**config.mk**
```make
export PLATFORM = sky130hd
export DESIGN_NAME = bexkat1_ifetch
export DESIGN_NICKNAME = d
export VERILOG_FILES = /design/src/rtl/bexkat1_ifetch.sv
export SDC_FILE = /design/constraint.sdc
export NUM_CORES = 1
export LEC_CHECK = 0
export ABC_CLOCK_PERIOD_IN_PS = 2100
export CORE_MARGIN = 2
export CORE_UTILIZATION = 50
export CTS_CLUSTER_DIAMETER = 40
export DETAILED_ROUTE_END_ITERATION = 10
export PLACE_DENSITY = 0.82
export RECOVER_POWER = 100
export SLEW_MARGIN = 30
export SYNTH_ARGS = -nofsm -noshare
export SYNTH_HDL_FRONTEND = slang
export SYNTH_SLANG_ARGS = --single-unit
```
**constraint.sdc**
```tcl
create_clock -name clk_i -period 2.1 [get_ports clk_i]
set_input_delay 0.525 -clock clk_i [delete_from_list [all_inputs] [get_ports clk_i]]
set_output_delay 0.525 -clock clk_i [all_outputs]
set_load 0.005 [all_outputs]
```
**src/rtl/bexkat1_ifetch.sv**
```systemverilog
// bexkat1 instruction fetch: Wishbone-classic read master that builds 1- or 2-word
// instructions and hands one instruction or a zero bubble per cycle to decode.
module bexkat1_ifetch #(
  parameter logic [31:0] RESET_PC = 32'h0000_0000,
  parameter logic [31:0] FAULT_PC = 32'h0000_0008
) (
  input  logic        clk_i,
  input  logic        rst_i,
  input  logic        stall_i,
  input  logic        pc_set_i,
  input  logic [31:0] pc_target_i,
  output logic        bus_cyc_o,
  output logic        bus_stb_o,
  output logic [31:0] bus_adr_o,
  input  logic [31:0] bus_dat_i,
  input  logic        bus_ack_i,
  input  logic        bus_err_i,
  output logic [63:0] ir_o,
  output logic [31:0] pc_o,
  output logic        fault_o
);

  typedef enum logic [1:0] {S_W0, S_W1, S_HOLD, S_REDIR} state_t;

  state_t      state, state_nx;
  logic        run;
  logic [31:0] fpc, fpc_nx;
  logic [31:0] w0, w0_nx;
  logic [31:0] wpc, wpc_nx;
  logic [63:0] hir, hir_nx;
  logic [31:0] hpc, hpc_nx;
  logic        fault_nx;
  logic        issue;
  logic [63:0] iss_ir;
  logic [31:0] iss_pc;
  logic        cmp;
  logic [63:0] cmp_ir;
  logic [31:0] cmp_pc;
  logic        cyc, ack, err;

  // run keeps the bus quiet during reset and for the first cycle after release
  assign cyc       = run && ((state == S_W0) || (state == S_W1));
  assign ack       = bus_ack_i && cyc;
  assign err       = bus_err_i && cyc;
  assign bus_cyc_o = cyc;
  assign bus_stb_o = cyc;
  assign bus_adr_o = fpc;

  always_comb begin
    state_nx = state;
    fpc_nx   = fpc;
    w0_nx    = w0;
    wpc_nx   = wpc;
    hir_nx   = hir;
    hpc_nx   = hpc;
    fault_nx = 1'b0;
    issue    = 1'b0;
    iss_ir   = 64'h0;
    iss_pc   = 32'h0;
    cmp      = 1'b0;
    cmp_ir   = 64'h0;
    cmp_pc   = 32'h0;
    if (pc_set_i) begin
      fpc_nx   = pc_target_i;
      state_nx = S_REDIR;
    end else if (err) begin
      fpc_nx   = FAULT_PC;
      state_nx = S_REDIR;
      fault_nx = 1'b1;
    end else begin
      case (state)
        S_W0: begin
          if (ack) begin
            fpc_nx = fpc + 32'd4;
            if (bus_dat_i[0]) begin
              w0_nx    = bus_dat_i;
              wpc_nx   = fpc;
              state_nx = S_W1;
            end else begin
              cmp    = 1'b1;
              cmp_ir = {32'h0, bus_dat_i};
              cmp_pc = fpc;
            end
          end
        end
        S_W1: begin
          if (ack) begin
            fpc_nx = fpc + 32'd4;
            cmp    = 1'b1;
            cmp_ir = {bus_dat_i, w0};
            cmp_pc = wpc;
          end
        end
        S_HOLD: begin
          if (!stall_i) begin
            issue    = 1'b1;
            iss_ir   = hir;
            iss_pc   = hpc;
            state_nx = S_W0;
          end
        end
        default: state_nx = S_W0;
      endcase
      // a completed instruction either issues now or parks in S_HOLD
      if (cmp) begin
        if (stall_i) begin
          hir_nx   = cmp_ir;
          hpc_nx   = cmp_pc;
          state_nx = S_HOLD;
        end else begin
          issue    = 1'b1;
          iss_ir   = cmp_ir;
          iss_pc   = cmp_pc;
          state_nx = S_W0;
        end
      end
    end
  end

  always_ff @(posedge clk_i or negedge rst_i) begin
    if (!rst_i) begin
      state   <= S_W0;
      run     <= 1'b0;
      fpc     <= RESET_PC;
      w0      <= 32'h0;
      wpc     <= 32'h0;
      hir     <= 64'h0;
      hpc     <= 32'h0;
      ir_o    <= 64'h0;
      pc_o    <= 32'h0;
      fault_o <= 1'b0;
    end else begin
      state   <= state_nx;
      run     <= 1'b1;
      fpc     <= fpc_nx;
      w0      <= w0_nx;
      wpc     <= wpc_nx;
      hir     <= hir_nx;
      hpc     <= hpc_nx;
      fault_o <= fault_nx;
      if (!stall_i) begin
        ir_o <= issue ? iss_ir : 64'h0;
        pc_o <= issue ? iss_pc : 32'h0;
      end
    end
  end

endmodule

```
==> results.yml, run 1 <==
clock_tree:
  clock_sinks: 292
  clock_path_buffers: 3
  cts_tree: "built"
  htreeDepth: 2
  clk_pin_slew_ns: 0.06
  clk_latency_ns: 0.52
  root_buffer: "clkbuf_16"
  cts_buffers: 38
setup_path:
  slowest_stage: "clkdlybuf4s50_1"
  worstPathCellList: "buf_6 > clkdlybuf4s50_1"
  endpoint_kind: "output pin"
  path_max_fanout: 8
  cp.depth: 2
  cp.required_ns: 1.57
  critPathKind: "flip-flop to output pin"
  max_stage_delay_ns: 0.51
  cp_top_family: "buffers and inverters"
  startpoint_type: "flip-flop"
  crit_buf_inv: 2
  worst_ep_arrival_time_ns: 1.56
  reg2regPathDepth: 6
grt:
  overflow: 0
  grt_max_degree: 88
  grt_pass1_vias: 13205
  grtUsageTotal_pct: 29.0
  antenna_found_initial: 0
  grt_pass1_wl_mm: 70.7
sta:
  slew_headroom_pct: 11.1
  skew_ns: 0.0246
  tightestPinTransition_ns: 1.33
  fmax_mhz: 481
  setup_violations: 0
  hold_viol: 0
  finalMaxSlewViolations: 0
  min_period_over_period_pct: 99.1
  fin_crit_ns: 2.08
power_and_ir_drop:
  p_leak_nw: 7.93
  ir_worst_vdd_uv: 473
  power_density_nw_per_um2: 788
  total_power_mw: 14.7
cells_and_area:
  area_growth_pct: 30.1
  fin_nets: 1774
  design_area_um2: 18600
  instances_no_fill: 2110
  antenna_cells: 0
  drive_gt1_share_pct: 17.1
routing:
  antenna_left: 0
  wire_per_inst_um: 20.9
  vias: 13195
  drc: 0
  routed_wl_mm: 44.1
  drt-initial-drc-count: 1570
  drtPass1Iterations: 6
  viasPerCell: 6.25
floorplan:
  rows: 61
  start_util_pct: 51.1
  core_um2: 28000
  die_w_um: 173
  die_area_um2: 30000
  ioPinCount: 201
  dieHeight_um: 173
run:
  max_cap_violations: 0
synthesis:
  yosys_most_used_dff: "dfrtp_1"
  ys_types: 60
  synth_top_area_share_pct: 51.1
  seq_area_frac_synth_pct: 51.1
  synth_seq_cells: 292
  avgSynthCellArea_um2: 9.65
  synth_area_um2: 14300
  synth_area_leader_cell: "dfrtp_1"
  syn_nets: 1554
  synth_area_leaders: "dfrtp_1 (51%), nand2_1 (7.0%), a22oi_1 (5.0%), mux2_2 (4.6%), o21ai_0 (4.6%)"
  yosys_warnings: 0
  synthCells: 1483
  synth-edff-count: 0
  synthArstFlopShare_pct: 100
status:
  outcome: "finished, final reports clean"
placement:
  gp_congestion: 0.914
  dp_hpwl_mm: 27.9
  place_area_um2: 17300
  io_buffers: 200
  dp_cells: 2031
min_path:
  hold_class: "input port to flip-flop"
  hold_depth: 3
## sequential cells by signal (all words and copies together) (netlist names)
register,flops
bus_adr_o,32
fault_o,1
hir,64
hpc,32
ir_o,64
pc_o,32
run,1
state,2
w0,32
wpc,32
## power breakdown
part           switching [mW]  internal [mW]
combinational            1.00          0.832
clock                    2.54           4.05
sequential              0.283           5.95
## repair_timing
item | in CTS | in global routing
endpoints found under the hold margin | 40 | 0
hold buffers | 1 | 0
resized for setup | 12 | 17
endpoints found under the setup margin | 11 | 16
buffers inserted | 5 | 4
## Yosys cell counts, types with 4 or more instances
library cell	number
a31oi_1	5
a22oi_1	95
clkbuf_1	87
or3_1	64
nand3_1	12
dfrtp_1	292
nand2b_1	62
a21o_1	4
o21ai_0	132
inv_1	5
buf_4	9
and2_1	4
buf_6	6
nor2_1	20
mux2_1	5
nand2_1	267
a41oi_1	4
nand4_1	9
o31ai_2	36
buf_1	7
buf_2	30
o22ai_1	64
mux2_2	59
o31ai_1	30
o21ai_1	23
and4_1	6
a21oi_1	94
## cells in the final DEF (no fill, tap or decap), types with 6 or more instances in the layout
cell | netlist | routed
clkdlybuf4s50_1 | 0 | 125
dlygate4sd3_1 | 0 | 68
or3_1 | 64 | 62
dfrtp_1 | 292 | 285
buf_6 | 6 | 13
buf_4 | 9 | 77
o22ai_1 | 64 | 64
o21ai_1 | 23 | 14
clkbuf_16 | 0 | 39
nand2_1 | 267 | 266
a21oi_1 | 94 | 95
buf_12 | 0 | 17
clkbuf_1 | 87 | 15
nand3_1 | 12 | 12
o31ai_2 | 36 | 41
a22oi_1 | 95 | 95
dfrtp_2 | 0 | 7
mux2_2 | 59 | 59
nand2b_1 | 62 | 62
o31ai_1 | 30 | 25
and4_1 | 6 | 6
o21ai_0 | 132 | 141
nor2_1 | 20 | 20
nand4_1 | 9 | 9
## layout make-up
cell class                 count  area (um2)
clock inverter                21         248
clock buffer                  48        1040
inverter                       6        30.0
tap                          378         473
fill                        2141        9400
multi-input combinational   1045        6380
sequential                   292        7320
timing repair buffer         320        3130
## through the flow
stage | setup TNS [ns] | setup WS (ns) | hold WS, ns | util (%)
floorplan | 0 | 0.183 | 0.229 | -
global placement | -62.10 | -0.300 | 0.461 | 61.7
detailed placement | -67.49 | -0.398 | 0.461 | 61.7
CTS | 0 | 0.00128 | 0.367 | 66.5
global route | -0.00610 | -0.00610 | 0.379 | 66.4
finish | 0 | 0.0192 | 0.382 | 66.4
## cells by family after synthesis
kind of cell	Yosys count	synth area share [%]
AO/OA/AOI/OAI	509	23.3
adder cells (fa/ha/maj)	1	0.0874
buffers and inverters	146	4.65
flip-flops	292	51.1
multiplexers	67	5.25
other	1	0.0262
AND/OR/NAND/NOR	467	15.6
## path summary, 6_finish.rpt
check	from	end	slack (ns)
max	bus_adr_o[2]	bus_adr_o[2]	0.02
min	stall_i	pc_o[1]	0.38
max reg2reg	state[1]	pc_o[21]	0.09
min reg2reg	ir_o[45]	ir_o[45]	0.48
max in group asynchronous	rst_i	ir_o[55]	0.23
min in group asynchronous	rst_i	hpc[13]	0.85
## metal layers
layer / track usage [%] / share of wire (%) / wire, um / vias to the layer above
met5: 0 / 0 / 0 / -
met3: 5.89 / 8.5 / 3740 / 149
li1: - / - / - / 5808
met2: 46.1 / 48 / 21000 / 741
met1: 38.0 / 40 / 17500 / 6497
met4: 14.1 / 4.0 / 1780 / 0
## worst min-delay path, cell delays in order
cell and delay, ns:
buf_4 0.18, nand2_1 0.08, o31ai_1 0.06
(Power assumes the default switching activity.)
==> run 2, diff against run 1 <==
--- a/config.mk
+++ b/config.mk
@@ -5,11 +5,12 @@
 export SDC_FILE = /design/constraint.sdc
 export NUM_CORES = 1
 export LEC_CHECK = 0
-export ABC_CLOCK_PERIOD_IN_PS = 2100
+export ABC_CLOCK_PERIOD_IN_PS = 2200
 export CORE_MARGIN = 2
 export CORE_UTILIZATION = 50
 export CTS_CLUSTER_DIAMETER = 40
 export DETAILED_ROUTE_END_ITERATION = 10
+export GPL_ROUTABILITY_DRIVEN = 1
 export PLACE_DENSITY = 0.82
 export RECOVER_POWER = 100
 export SLEW_MARGIN = 30
==> constraint.sdc (replaced) <==
create_clock -name clk_i -period 2.2 [get_ports clk_i]
set_input_delay 0.55 -clock clk_i [delete_from_list [all_inputs] [get_ports clk_i]]
set_output_delay 0.55 -clock clk_i [all_outputs]
set_load 0.005 [all_outputs]
==> run 2 against run 1 <==
Net effect:
- via count decreased by 0.74%
- die area unchanged
- combinational power decreased by 8%
- design area decreased by 1.3%
- critical path type unchanged
==> results.yml, run 2 (synthesized netlist as in run 1, its figures left out) <==
min_path:
  holdCritStartpoint: "stall_i"
  hold_class: "input port to flip-flop"
  worstHoldEndpoint: "state[1]"
  hold_depth: 3
clock_tree:
  root_buffer: "clkbuf_16"
  cts_tree: "built"
  clk_latency_ns: 0.52
  clock_path_buffers: 3
  clk_pin_slew_ns: 0.06
  cts_buffers: 38
  htreeDepth: 2
  clock_sinks: 292
power_and_ir_drop:
  switchingPower_mw: 3.69
  power_density_nw_per_um2: 751
  share_seq_of_total_power_pct: 43.1
  clkPwrFrac_pct: 44.7
  p_comb_share_pct: 12.3
  sw_frac_of_total_pct: 26.7
  ir_worst_vdd_uv: 560
  p_leak_nw: 7.92
  internal-power_mw: 10.1
  total_power_mw: 13.8
floorplan:
  start_util_pct: 51.1
  ioPinCount: 201
  core_um2: 28000
  dieHeight_um: 173
  rows: 61
  die_area_um2: 30000
  die_w_um: 173
setup_path:
  cp.required_ns: 1.65
  path_max_fanout: 9
  worstReg2RegEnd: "ir_o[2]"
  endpoint_kind: "output pin"
  rr_startpoint: "state[1]"
  critPathKind: "flip-flop to output pin"
  rrSetupSlack_ns: 0.09
  startpoint_type: "flip-flop"
  reg2regPathDepth: 9
  worst_ep_arrival_time_ns: 1.62
routing:
  wl_met2_mm: 21.0
  drtPass1Iterations: 9
  drt-initial-drc-count: 1262
  routed_wl_mm: 43.7
  drc: 0
  route.met3.wl_mm: 3.81
  antenna_left: 0
  viasPerCell: 6.24
  vias: 13098
  dr.max_layer_used: "met5"
  wire_per_inst_um: 20.8
  drt-met1-wl_mm: 17.2
cells_and_area:
  area_growth_pct: 28.4
  fin_nets: 1762
  final_common_cell: "dfrtp_1"
  drive_gt1_share_pct: 15.6
  reg.largest.list: "hir x64, ir_o x64"
  final_cell_mix: "dfrtp_1 (286), nand2_1 (266), o21ai_0 (144)"
  fillers: 2117
sta:
  finalMaxSlewViolations: 0
  fin_crit_ns: 2.17
  hold_viol: 0
  tightestPinTransition_ns: 1.28
  slew_headroom_pct: 14.7
  rsz0062_at_grt: "no"
  skew_ns: 0.0119
  setup_violations: 0
  min_period_over_period_pct: 98.9
  hold_ws_ns: 0.411
  fmax_mhz: 460
grt:
  grtUsageTotal_pct: 28.7
  grt_pass1_vias: 13179
  grt_max_degree: 97
  overflow: 0
  grt_pass1_wl_mm: 70.2
  antenna_found_initial: 2
status:
  outcome: "finished, final reports clean"
placement:
  gp_congestion: 0.895
  dp_hpwl_mm: 27.4
  io_buffers: 200
run:
  max_cap_violations: 0
-- run 2: cell types whose count changed in the layout (fill, tap and decap cells not counted), sizes merged --
cell,before,now
dlygate4sd3,68,103
diode,0,1
bufinv,4,2
clkdlybuf4s50,125,93
clkbuf,62,72
dlymetal6s2s,3,0
inv,11,14
buf,108,84
-- run 2: final cells by class --
class	count	area (um2)	area share, %
sequential	292	7310	39.8
multi-input combinational	1045	6280	34.2
timing repair buffer	308	3020	16.4
clock buffer	46	1040	5.67
tap	378	473	2.57
clock inverter	22	216	1.18
inverter	6	22.5	0.123
antenna	1	2.50	0.0136
-- run 2: per-layer routing --
layer | track usage [%] | up-vias
met5 | 0 | -
met4 | 12.7 | 2
met3 | 5.26 | 126
met2 | 46.6 | 742
met1 | 37.8 | 6435
li1 | - | 5793
-- run 2: what timing repair did --
action	CTS	global route
endpoints found under the setup margin	3	6
gates resized for setup	5	6
hold endpoints to repair	36	0
setup buffers	5	0
hold buffers	1	0
-- run 2: metrics by stage --
| stage | cells | area, um2 | TNS [ns] | setup slack (ns) | util [%] |
|---|---|---|---|---|---|
| after floorplan | 1483 | 14300 | 0 | 0.258 | - |
| after global placement | 2023 | 17300 | -39.64 | -0.217 | 61.7 |
| after detailed placement | 2023 | 17300 | -43.49 | -0.298 | 61.7 |
| after CTS | 2097 | 18600 | 0 | 0.0165 | 66.4 |
| after global routing | 2097 | 18400 | 0 | 0.00732 | 65.6 |
| final | 2098 | 18400 | 0 | 0.0250 | 65.6 |
-- run 2: worst max path at each step --
stage | start | to | slack (ns)
after floorplan | bus_ack_i | hir[61] | 0.26
after global placement | bus_ack_i | pc_o[4] | -0.22
after detailed placement | bus_ack_i | pc_o[3] | -0.30
after CTS | bus_adr_o[27] | bus_adr_o[27] | 0.02
after global routing | rst_i | bus_adr_o[31] | 0.007
final | bus_adr_o[19] | bus_adr_o[19] | 0.03
-- run 2: power groups by stage --
stage	sequential, mW	combinational [mW]	clock, mW
after CTS	5.93	1.74	6.20
after detailed placement	6.03	1.70	0
after global routing	5.98	1.83	6.42
final	5.94	1.70	6.16
after floorplan	5.98	0.808	0
after global placement	6.00	1.66	0
-- run 2: worst max-delay path, stage by stage (launching register included) --
cell and delay [ns]:
dfrtp_1 0.34, clkbuf_2 0.23, clkdlybuf4s50_1 0.55
==> run 3, diff against run 2 <==
--- a/config.mk
+++ b/config.mk
@@ -8,7 +8,7 @@
 export ABC_CLOCK_PERIOD_IN_PS = 2200
 export CORE_MARGIN = 2
 export CORE_UTILIZATION = 50
-export CTS_CLUSTER_DIAMETER = 40
+export CTS_CLUSTER_DIAMETER = 60
 export DETAILED_ROUTE_END_ITERATION = 10
 export GPL_ROUTABILITY_DRIVEN = 1
 export PLACE_DENSITY = 0.82
==> run 3 against run 2 <==
Net effect:
- final cell count fell by 0.57%
- sequential cell count did not move
- first-iteration DRC count rose by 1.2%
- utilization fell by 0.30 points
- routed wire length fell by 1.1%
- largest cell class unchanged
==> results.yml, run 3 (synthesized netlist as in run 1, its figures left out) <==
sta:
  min_period_over_period_pct: 99.2
  hold_viol: 0
  finalMaxSlewViolations: 0
  fin_tns_setup_ns: 0
  fmax_mhz: 458
  tightestPinTransition_ns: 1.28
  hold_ws_ns: 0.364
  fin_crit_ns: 2.18
  skew_ns: 0.0177
  setup_violations: 0
  slew_headroom_pct: 14.8
  layout_setup_ws_ns: 0.0174
cells_and_area:
  final_core_util_pct: 65.3
  final_common_cell: "dfrtp_1"
  drive_gt1_share_pct: 16.0
  fillers: 2111
  reg.largest.list: "hir x64, ir_o x64"
  area_growth_pct: 27.8
  design_area_um2: 18300
  antenna_cells: 0
  final_cell_mix: "dfrtp_1 (285), nand2_1 (265), o21ai_0 (144)"
  fin_nets: 1758
  instances_no_fill: 2086
setup_path:
  max_stage_delay_ns: 0.50
  cp.required_ns: 1.65
  worstReg2RegEnd: "bus_adr_o[21]"
  rr_startpoint: "state[1]"
  path_max_fanout: 6
  critPathKind: "flip-flop to output pin"
  rrSetupSlack_ns: 0.03
  endpoint_kind: "output pin"
  slowest_stage: "clkdlybuf4s50_1"
  worst_ep_arrival_time_ns: 1.63
  reg2regPathDepth: 7
  worstPathCellList: "buf_6 > clkdlybuf4s50_1"
  startpoint_type: "flip-flop"
routing:
  drtPass1Iterations: 6
  drt-initial-drc-count: 1277
  drc: 0
  routed_wl_mm: 43.2
  vias: 12966
  antenna_left: 0
  wire_per_inst_um: 20.7
  viasPerCell: 6.22
min_path:
  hold_class: "input port to flip-flop"
  worstHoldEndpoint: "state[1]"
  hold_depth: 3
  holdCritStartpoint: "stall_i"
grt:
  grt_max_degree: 97
  overflow: 0
  antenna_found_initial: 1
  grt_pass1_vias: 13034
  grtUsageTotal_pct: 28.3
  grt_pass1_wl_mm: 69.6
floorplan:
  die_w_um: 173
  die_area_um2: 30000
  dieHeight_um: 173
  core_um2: 28000
  ioPinCount: 201
  rows: 61
  start_util_pct: 51.1
placement:
  place_area_um2: 17300
  gp_congestion: 0.895
  io_buffers: 200
  dp_cells: 2023
  dp_hpwl_mm: 27.4
  dp_slack_ns: -0.298
power_and_ir_drop:
  ir_worst_vdd_uv: 648
  total_power_mw: 13.0
  p_leak_nw: 7.88
  power_density_nw_per_um2: 709
clock_tree:
  clock_sinks: 292
  cts_buffers: 31
  clk_latency_ns: 0.56
  htreeDepth: 1
  root_buffer: "clkbuf_16"
  cts_tree: "built"
  clock_path_buffers: 3
  clk_pin_slew_ns: 0.06
status:
  outcome: "finished, final reports clean"
run:
  max_cap_violations: 0
run 3: worst max-delay path by stage:
stage	slack, ns	startpoint	end	depth (start not counted)
2_1_floorplan	0.26	bus_ack_i	hir[61]	9
3_3_place_gp	-0.22	bus_ack_i	pc_o[4]	6
3_5_place_dp	-0.30	bus_ack_i	pc_o[3]	6
4_1_cts	0.002	bus_adr_o[16]	bus_adr_o[16]	1
5_1_grt	-0.0001	bus_adr_o[15]	bus_adr_o[15]	2
6_report	0.02	bus_adr_o[3]	bus_adr_o[3]	2
run 3: what timing repair did:
item	CTS	global route
setup endpoints to repair	9	7
hold buffers	1	0
hold endpoints to repair	36	0
gates resized for setup	11	5
setup buffers	5	3
run 3: metal layers:
layer	global-route usage [%]	vias to the layer above	share of wire, %
met5	0	-	0.042
met4	11.2	2	3.4
met3	4.71	114	8.4
met2	45.9	710	48
met1	38.2	6356	41
li1	-	5784	-
run 3: final cells by class:
cell class | instances | area (um2) | share of cell area, %
clock inverters | 10 | 120 | 0.657
multi-input cells | 1045 | 6360 | 34.8
repair buffers | 311 | 3070 | 16.8
flip-flops and latches | 292 | 7320 | 40.0
inverters | 6 | 30.0 | 0.164
well taps | 378 | 473 | 2.59
clock buffers | 44 | 925 | 5.06
run 3: worst max-delay path: cells and delay by family (launching register included):
kind	cells	cell delay [ns]
flip-flops	1	0.42
buffers and inverters	2	0.65
run 3: report_power, final:
group / total [mW] / switching [mW] / internal [mW] / leakage [nW]
registers: 5.94 / 0.267 / 5.68 / 3.97
clock network: 5.30 / 2.16 / 3.14 / 0.513
logic: 1.72 / 0.947 / 0.777 / 3.39
